## config.mk

```make
export PLATFORM = sky130hd
export DESIGN_NAME = camera_sensor_tx
export DESIGN_NICKNAME = d
export VERILOG_FILES = /design/src/rtl/camera_tx_pkg.sv /design/src/rtl/camera_pattern_gen.sv /design/src/rtl/camera_sensor_tx.sv
export SDC_FILE = /design/constraint.sdc
export NUM_CORES = 1
export LEC_CHECK = 0
export CAP_MARGIN = 20
export CORE_MARGIN = 5
export CORE_UTILIZATION = 50
export CTS_BUF_LIST = sky130_fd_sc_hd__clkbuf_8
export CTS_CLUSTER_DIAMETER = 80
export DETAILED_ROUTE_END_ITERATION = 10
export PLACE_DENSITY = 0.8
export SLEW_MARGIN = 0
export SYNTH_ARGS = -nofsm -noshare
export SYNTH_HDL_FRONTEND = slang
export SYNTH_SLANG_ARGS = --single-unit
```

## constraint.sdc

```tcl
create_clock -name clk -period 2.2 [get_ports clk]
set_input_delay 0.22 -clock clk [delete_from_list [all_inputs] [get_ports clk]]
set_output_delay 0.22 -clock clk [all_outputs]
set_load 0.02 [all_outputs]
```

## src/rtl/camera_tx_pkg.sv

```systemverilog
// Shared types and constants for the camera sensor emulator.
// Holds the FSM state enum, pattern codes and Bayer colours.
package camera_tx_pkg;

  typedef enum logic [2:0] {
    S_IDLE,
    S_FRONT,
    S_LINE,
    S_HBLANK,
    S_BACK,
    S_VBLANK
  } state_t;

  localparam logic [1:0] PAT_HRAMP = 2'd0;
  localparam logic [1:0] PAT_VRAMP = 2'd1;
  localparam logic [1:0] PAT_BAYER = 2'd2;
  localparam logic [1:0] PAT_FCNT  = 2'd3;

  localparam logic [11:0] BAYER_R = 12'hF00;
  localparam logic [11:0] BAYER_G = 12'h0F0;
  localparam logic [11:0] BAYER_B = 12'h00F;

  function automatic int max2(input int a, input int b);
    return (a > b) ? a : b;
  endfunction

endpackage

```

## src/rtl/camera_pattern_gen.sv

```systemverilog
// Combinational test-pattern pixel from (x, y, pattern, frame count).
// Ports: i_x/i_y position, i_pat code, i_fcnt frame count, o_pix value.
module camera_pattern_gen
  import camera_tx_pkg::*;
(
  input  logic [11:0] i_x,
  input  logic [11:0] i_y,
  input  logic [1:0]  i_pat,
  input  logic [11:0] i_fcnt,
  output logic [11:0] o_pix
);

  logic [11:0] w_bayer;

  // Even/even is red, odd/odd is blue, the two mixed sites are green.
  always_comb begin
    w_bayer = BAYER_G;
    if (!i_y[0] && !i_x[0])
      w_bayer = BAYER_R;
    else if (i_y[0] && i_x[0])
      w_bayer = BAYER_B;
  end

  always_comb begin
    o_pix = '0;
    unique case (i_pat)
      PAT_HRAMP: o_pix = i_x;
      PAT_VRAMP: o_pix = i_y;
      PAT_BAYER: o_pix = w_bayer;
      PAT_FCNT:  o_pix = i_fcnt;
      default:   o_pix = '0;
    endcase
  end

endmodule

```

## src/rtl/camera_sensor_tx.sv

```systemverilog
// Raw-Bayer sensor emulator driving a D/FVAL/LVAL parallel interface.
// Ports: clk, reset_n, enable, pattern_sel in; cam_d/fval/lval, frame_done, frame_count out.
module camera_sensor_tx
  import camera_tx_pkg::*;
#(
  parameter int H_ACTIVE = 640,
  parameter int V_ACTIVE = 480,
  parameter int H_BLANK  = 160,
  parameter int FV_TO_LV = 4,
  parameter int LV_TO_FV = 4,
  parameter int V_BLANK  = 1000
) (
  input  logic        clk,
  input  logic        reset_n,
  input  logic        enable,
  input  logic [1:0]  pattern_sel,
  output logic [11:0] cam_d,
  output logic        cam_fval,
  output logic        cam_lval,
  output logic        frame_done,
  output logic [15:0] frame_count
);

  localparam int XYW = $clog2(max2(H_ACTIVE, V_ACTIVE) + 1);
  localparam int BW  = $clog2(max2(max2(H_BLANK, V_BLANK),
                                   max2(FV_TO_LV, LV_TO_FV)) + 1);

  localparam logic [XYW-1:0] X_LAST = XYW'(H_ACTIVE - 1);
  localparam logic [XYW-1:0] Y_LAST = XYW'(V_ACTIVE - 1);
  localparam logic [BW-1:0]  F_LAST = BW'(FV_TO_LV - 1);
  localparam logic [BW-1:0]  H_LAST = BW'(H_BLANK - 1);
  localparam logic [BW-1:0]  B_LAST = BW'(LV_TO_FV - 1);
  localparam logic [BW-1:0]  V_LAST = BW'(V_BLANK - 1);

  state_t           r_state;
  state_t           w_state_nxt;
  logic [XYW-1:0]   r_x;
  logic [XYW-1:0]   r_y;
  logic [XYW-1:0]   w_x_nxt;
  logic [XYW-1:0]   w_y_nxt;
  logic [BW-1:0]    r_bcnt;
  logic [BW-1:0]    w_bcnt_nxt;
  logic             w_latch;
  logic [1:0]       r_pat;
  logic [11:0]      w_pix;
  logic             w_vb_first;
  logic [11:0]      r_d;
  logic             r_fval;
  logic             r_lval;
  logic             r_done;
  logic [15:0]      r_frame_count;

  always_ff @(posedge clk or negedge reset_n) begin
    if (!reset_n) begin
      r_state <= S_IDLE;
      r_x     <= '0;
      r_y     <= '0;
      r_bcnt  <= '0;
    end else begin
      r_state <= w_state_nxt;
      r_x     <= w_x_nxt;
      r_y     <= w_y_nxt;
      r_bcnt  <= w_bcnt_nxt;
    end
  end

  always_comb begin
    w_state_nxt = r_state;
    w_x_nxt     = r_x;
    w_y_nxt     = r_y;
    w_bcnt_nxt  = r_bcnt;
    w_latch     = 1'b0;
    unique case (r_state)
      S_IDLE: begin
        if (enable) begin
          w_state_nxt = S_FRONT;
          w_bcnt_nxt  = '0;
          w_latch     = 1'b1;
        end
      end
      S_FRONT: begin
        if (r_bcnt == F_LAST) begin
          w_state_nxt = S_LINE;
          w_x_nxt     = '0;
          w_y_nxt     = '0;
        end else begin
          w_bcnt_nxt = r_bcnt + 1'b1;
        end
      end
      S_LINE: begin
        if (r_x == X_LAST) begin
          w_bcnt_nxt  = '0;
          w_state_nxt = (r_y == Y_LAST) ? S_BACK : S_HBLANK;
        end else begin
          w_x_nxt = r_x + 1'b1;
        end
      end
      S_HBLANK: begin
        if (r_bcnt == H_LAST) begin
          w_state_nxt = S_LINE;
          w_x_nxt     = '0;
          w_y_nxt     = r_y + 1'b1;
        end else begin
          w_bcnt_nxt = r_bcnt + 1'b1;
        end
      end
      S_BACK: begin
        if (r_bcnt == B_LAST) begin
          w_state_nxt = S_VBLANK;
          w_bcnt_nxt  = '0;
        end else begin
          w_bcnt_nxt = r_bcnt + 1'b1;
        end
      end
      S_VBLANK: begin
        if (r_bcnt == V_LAST) begin
          w_bcnt_nxt = '0;
          if (enable) begin
            w_state_nxt = S_FRONT;
            w_latch     = 1'b1;
          end else begin
            w_state_nxt = S_IDLE;
          end
        end else begin
          w_bcnt_nxt = r_bcnt + 1'b1;
        end
      end
      default: w_state_nxt = S_IDLE;
    endcase
  end

  // Pattern is frozen at frame start so mid-frame changes wait a frame.
  always_ff @(posedge clk or negedge reset_n) begin
    if (!reset_n)
      r_pat <= PAT_HRAMP;
    else if (w_latch)
      r_pat <= pattern_sel;
  end

  camera_pattern_gen u_pat (
    .i_x    (12'(r_x)),
    .i_y    (12'(r_y)),
    .i_pat  (r_pat),
    .i_fcnt (r_frame_count[11:0]),
    .o_pix  (w_pix)
  );

  assign w_vb_first = (r_state == S_VBLANK) && (r_bcnt == '0);

  // Outputs trail the state by one clock, all from the same edge.
  always_ff @(posedge clk or negedge reset_n) begin
    if (!reset_n) begin
      r_d           <= '0;
      r_fval        <= 1'b0;
      r_lval        <= 1'b0;
      r_done        <= 1'b0;
      r_frame_count <= '0;
    end else begin
      r_fval <= (r_state == S_FRONT) || (r_state == S_LINE) ||
                (r_state == S_HBLANK) || (r_state == S_BACK);
      r_lval <= (r_state == S_LINE);
      r_d    <= (r_state == S_LINE) ? w_pix : 12'h000;
      r_done <= w_vb_first;
      if (w_vb_first)
        r_frame_count <= r_frame_count + 16'd1;
    end
  end

  assign cam_d       = r_d;
  assign cam_fval    = r_fval;
  assign cam_lval    = r_lval;
  assign frame_done  = r_done;
  assign frame_count = r_frame_count;

endmodule

```

==> impl_metrics.ini <==
[synth]
syn_avg_cell_area_um2 = 10.54
synth.top_cells.by_area = dfrtp_1 (45%), mux4_2 (6.1%), nand2_1 (3.6%)
yosysWarnings = 0
synth_async_sr_flop_share_pct = 100.0
synth_top_area_share_pct = 44.53
synth_area_um2 = 3709
yosys_most_used_dff = dfrtp_1
syn_nets = 364
synth-edff-count = 0
yosysTopAreaCell = dfrtp_1
syn_inst = 352
ys_ff_latch = 66
ys_seq_area_share_pct = 44.53
synth_cell_types = 61

[grt]
grt_pass1_vias = 2848
grt_max_degree = 43
track_usage_pct = 19.23
antenna_found_initial = 0
grt_pass1_wl_mm = 13.67
gr-total-overflow = 0

[route]
routed.top_layer = met4
num_vias = 2989
routed_via_density = 5.737
route.met2.wl_mm = 4.200
wl_per_cell_um = 16.14
met1_length_mm = 3.616
drt_iter0_markers = 184
wl_met3_um = 492
first_pass_iters = 5
drt.antenna.violating_nets = 0
drc = 0
wirelength_mm = 8.407

[timing]
finalCritPeriodShare_pct = 97.51
post-route-min-period_ns = 2.145
fin_skew_ns = 0.01410
layout_setup_ws_ns = 0.05468
fmax_mhz = 466.1
rsz0062_at_grt = true
max_slew_margin_pct = 56.37
whs_ns = 0.3848
tightest_slew_ns = 0.6500
drv_slew = 0
setup_tns_ns = 0
final-hold-violation-count = 0
setup_viol_count_final = 0

[cts]
clock_path_buffers = 2
cts-root-buf = clkbuf_8
clkLatencyLatePin_ns = 0.35
cts-buffers-inserted = 9
cts.sinks = 66
h-tree-depth = 3
cts_tree = built
clk_transition_reported_paths_ns = 0.08

[floorplanning]
chipHeight_um = 96.12
io_pins = 36
core_um2 = 7253
num_rows = 31
initial_utilization_pct = 51.13
die-area_um2 = 9239
die_x_um = 96.12

[cells_and_area]
multi_input_area_um2 = 1942
fin_nets = 429
n_fill_cell = 573
syn_to_final_growth_pct = 23.92
antenna_cells = 0
finish.utilization_pct = 63.36
drive_above_1_share_pct = 22.27
regArea_um2 = 1653

[setup_path]
critPathCaptureType = flip-flop
crit_family = simple AND/OR/NAND/NOR gates
crit_type = reg -> reg
crit_start = r_bcnt[4]
crit_path_frequent_cell = or4_4
worstPathRequired_ns = 2.44
slowest_delay_ns = 0.57
cp_slowest_cell = or4_4
path_buf_inv = 0
crit_arrival_ns = 2.39
cp_max_fo = 5
start_kind = flip-flop
crit_chain = or4_4 -> or4_4 -> nand3b_4 -> o221ai_4 -> a221o_1
regToRegStartpoint = r_bcnt[4]

[place]
gp_congestion = 0.8612
io_buffers = 35
place_ws_ns = -0.001050
hpwlAfterDp_mm = 6.014

[power]
total_power_uw = 4523
peakVddDrop_mv = 0.6866
power.density_nw_per_um2 = 984.1
power_leakage_uw = 0.002021

[hold_path]
hold_path_class = in -> async

[outcome]
outcome = completed

[flow_run]
max_cap_violations = 0
[metal layers]
layer | vias to the layer above | GRT usage (%)
li1 | 1433 | -
met1 | 1445 | 24.74
met2 | 101 | 31.86
met3 | 10 | 4.691
met4 | 0 | 6.043
met5 | - | 0
[area by class of cell]
cell class	count	area share, %
multi-input combinational	262	42.25
clock buffer	9	2.695
sequential	66	35.97
tap	99	2.695
inverter	8	0.6534
clock inverter	7	1.661
timing repair buffer	70	14.08
[power by group]
group / internal, uW / switching [uW]
registers: 1400 / 268
clock network: 530 / 501
logic: 910 / 917
[final timing paths]
path	end	slack, ns	cells after the start
max	r_bcnt[3]	0.05	5
min	r_x[6]	0.38	2
max reg2reg	r_bcnt[3]	0.05	5
min reg2reg	frame_count[15]	0.47	1
max in group asynchronous	r_bcnt[1]	1.19	3
min in group clk	frame_count[15]	0.47	1
[cells in the mapped netlist (4+ instances only)]
cell and instances:
nor4_1 9, nor3_1 6, or3_1 5, xor2_1 8, or2_2 5, nand2_1 36, mux2_2 4, mux4_2 10
nor2_1 28, nand3_1 12, ha_1 7, nand2b_1 6, a21oi_1 15, clkbuf_8 6, and3_1 19, clkbuf_1 6
o21ai_0 6, inv_1 7, xnor2_1 15, nand4_1 15, mux2i_1 7, dfrtp_1 66
[metrics by stage]
stage | std cells | instance area [um^2]
4_1_cts | 513 | 4469
2_1_floorplan | 352 | 3709
3_3_place_gp | 496 | 4253
6_report | 521 | 4596
3_5_place_dp | 496 | 4253
5_1_grt | 521 | 4596
[flip-flops by register name (all words and copies together), names as in the netlist]
name         count
r_state          3
r_pat            2
cam_d           12
r_y             10
frame_done       1
cam_lval         1
frame_count     16
r_x             10
cam_fval         1
r_bcnt          10
[kinds of logic after synthesis]
kind of cell,count (synthesis),synth area share (%)
xor+xnor,23,5.432
buf+inv,25,4.588
mux,21,9.177
fa+ha+maj,7,2.362
compound gates,48,9.548
flops,66,44.53
simple gates,162,24.36
[repair_timing]
action / 4_1_cts / 5_1_grt
hold buffers: 1 / 0
pin swaps: 0 / 13
endpoints found under the setup margin: 4 / 21
cloned: 0 / 1
hold endpoints to repair: 24 / 0
resized for setup: 1 / 11
setup buffers: 0 / 7
[cells in the final DEF (no fill, tap or decap), types with 4 or more instances in the layout]
cell             instances
a21oi_1                 15
and3_1                  19
buf_4                   29
clkbuf_8                 9
clkdlybuf4s50_1         34
dfrtp_1                 65
ha_1                     6
inv_1                    7
mux2_2                   4
mux2i_1                  7
mux4_2                  10
nand2_1                 36
nand2b_1                 6
nand3_1                 12
nand4_1                 15
nor2_1                  28
nor3_1                   6
nor4_1                   7
o21ai_0                  6
or2_2                    5
or3_1                    5
xnor2_1                 15
xor2_1                   8
No activity file was read; power rests on OpenSTA's default activity.
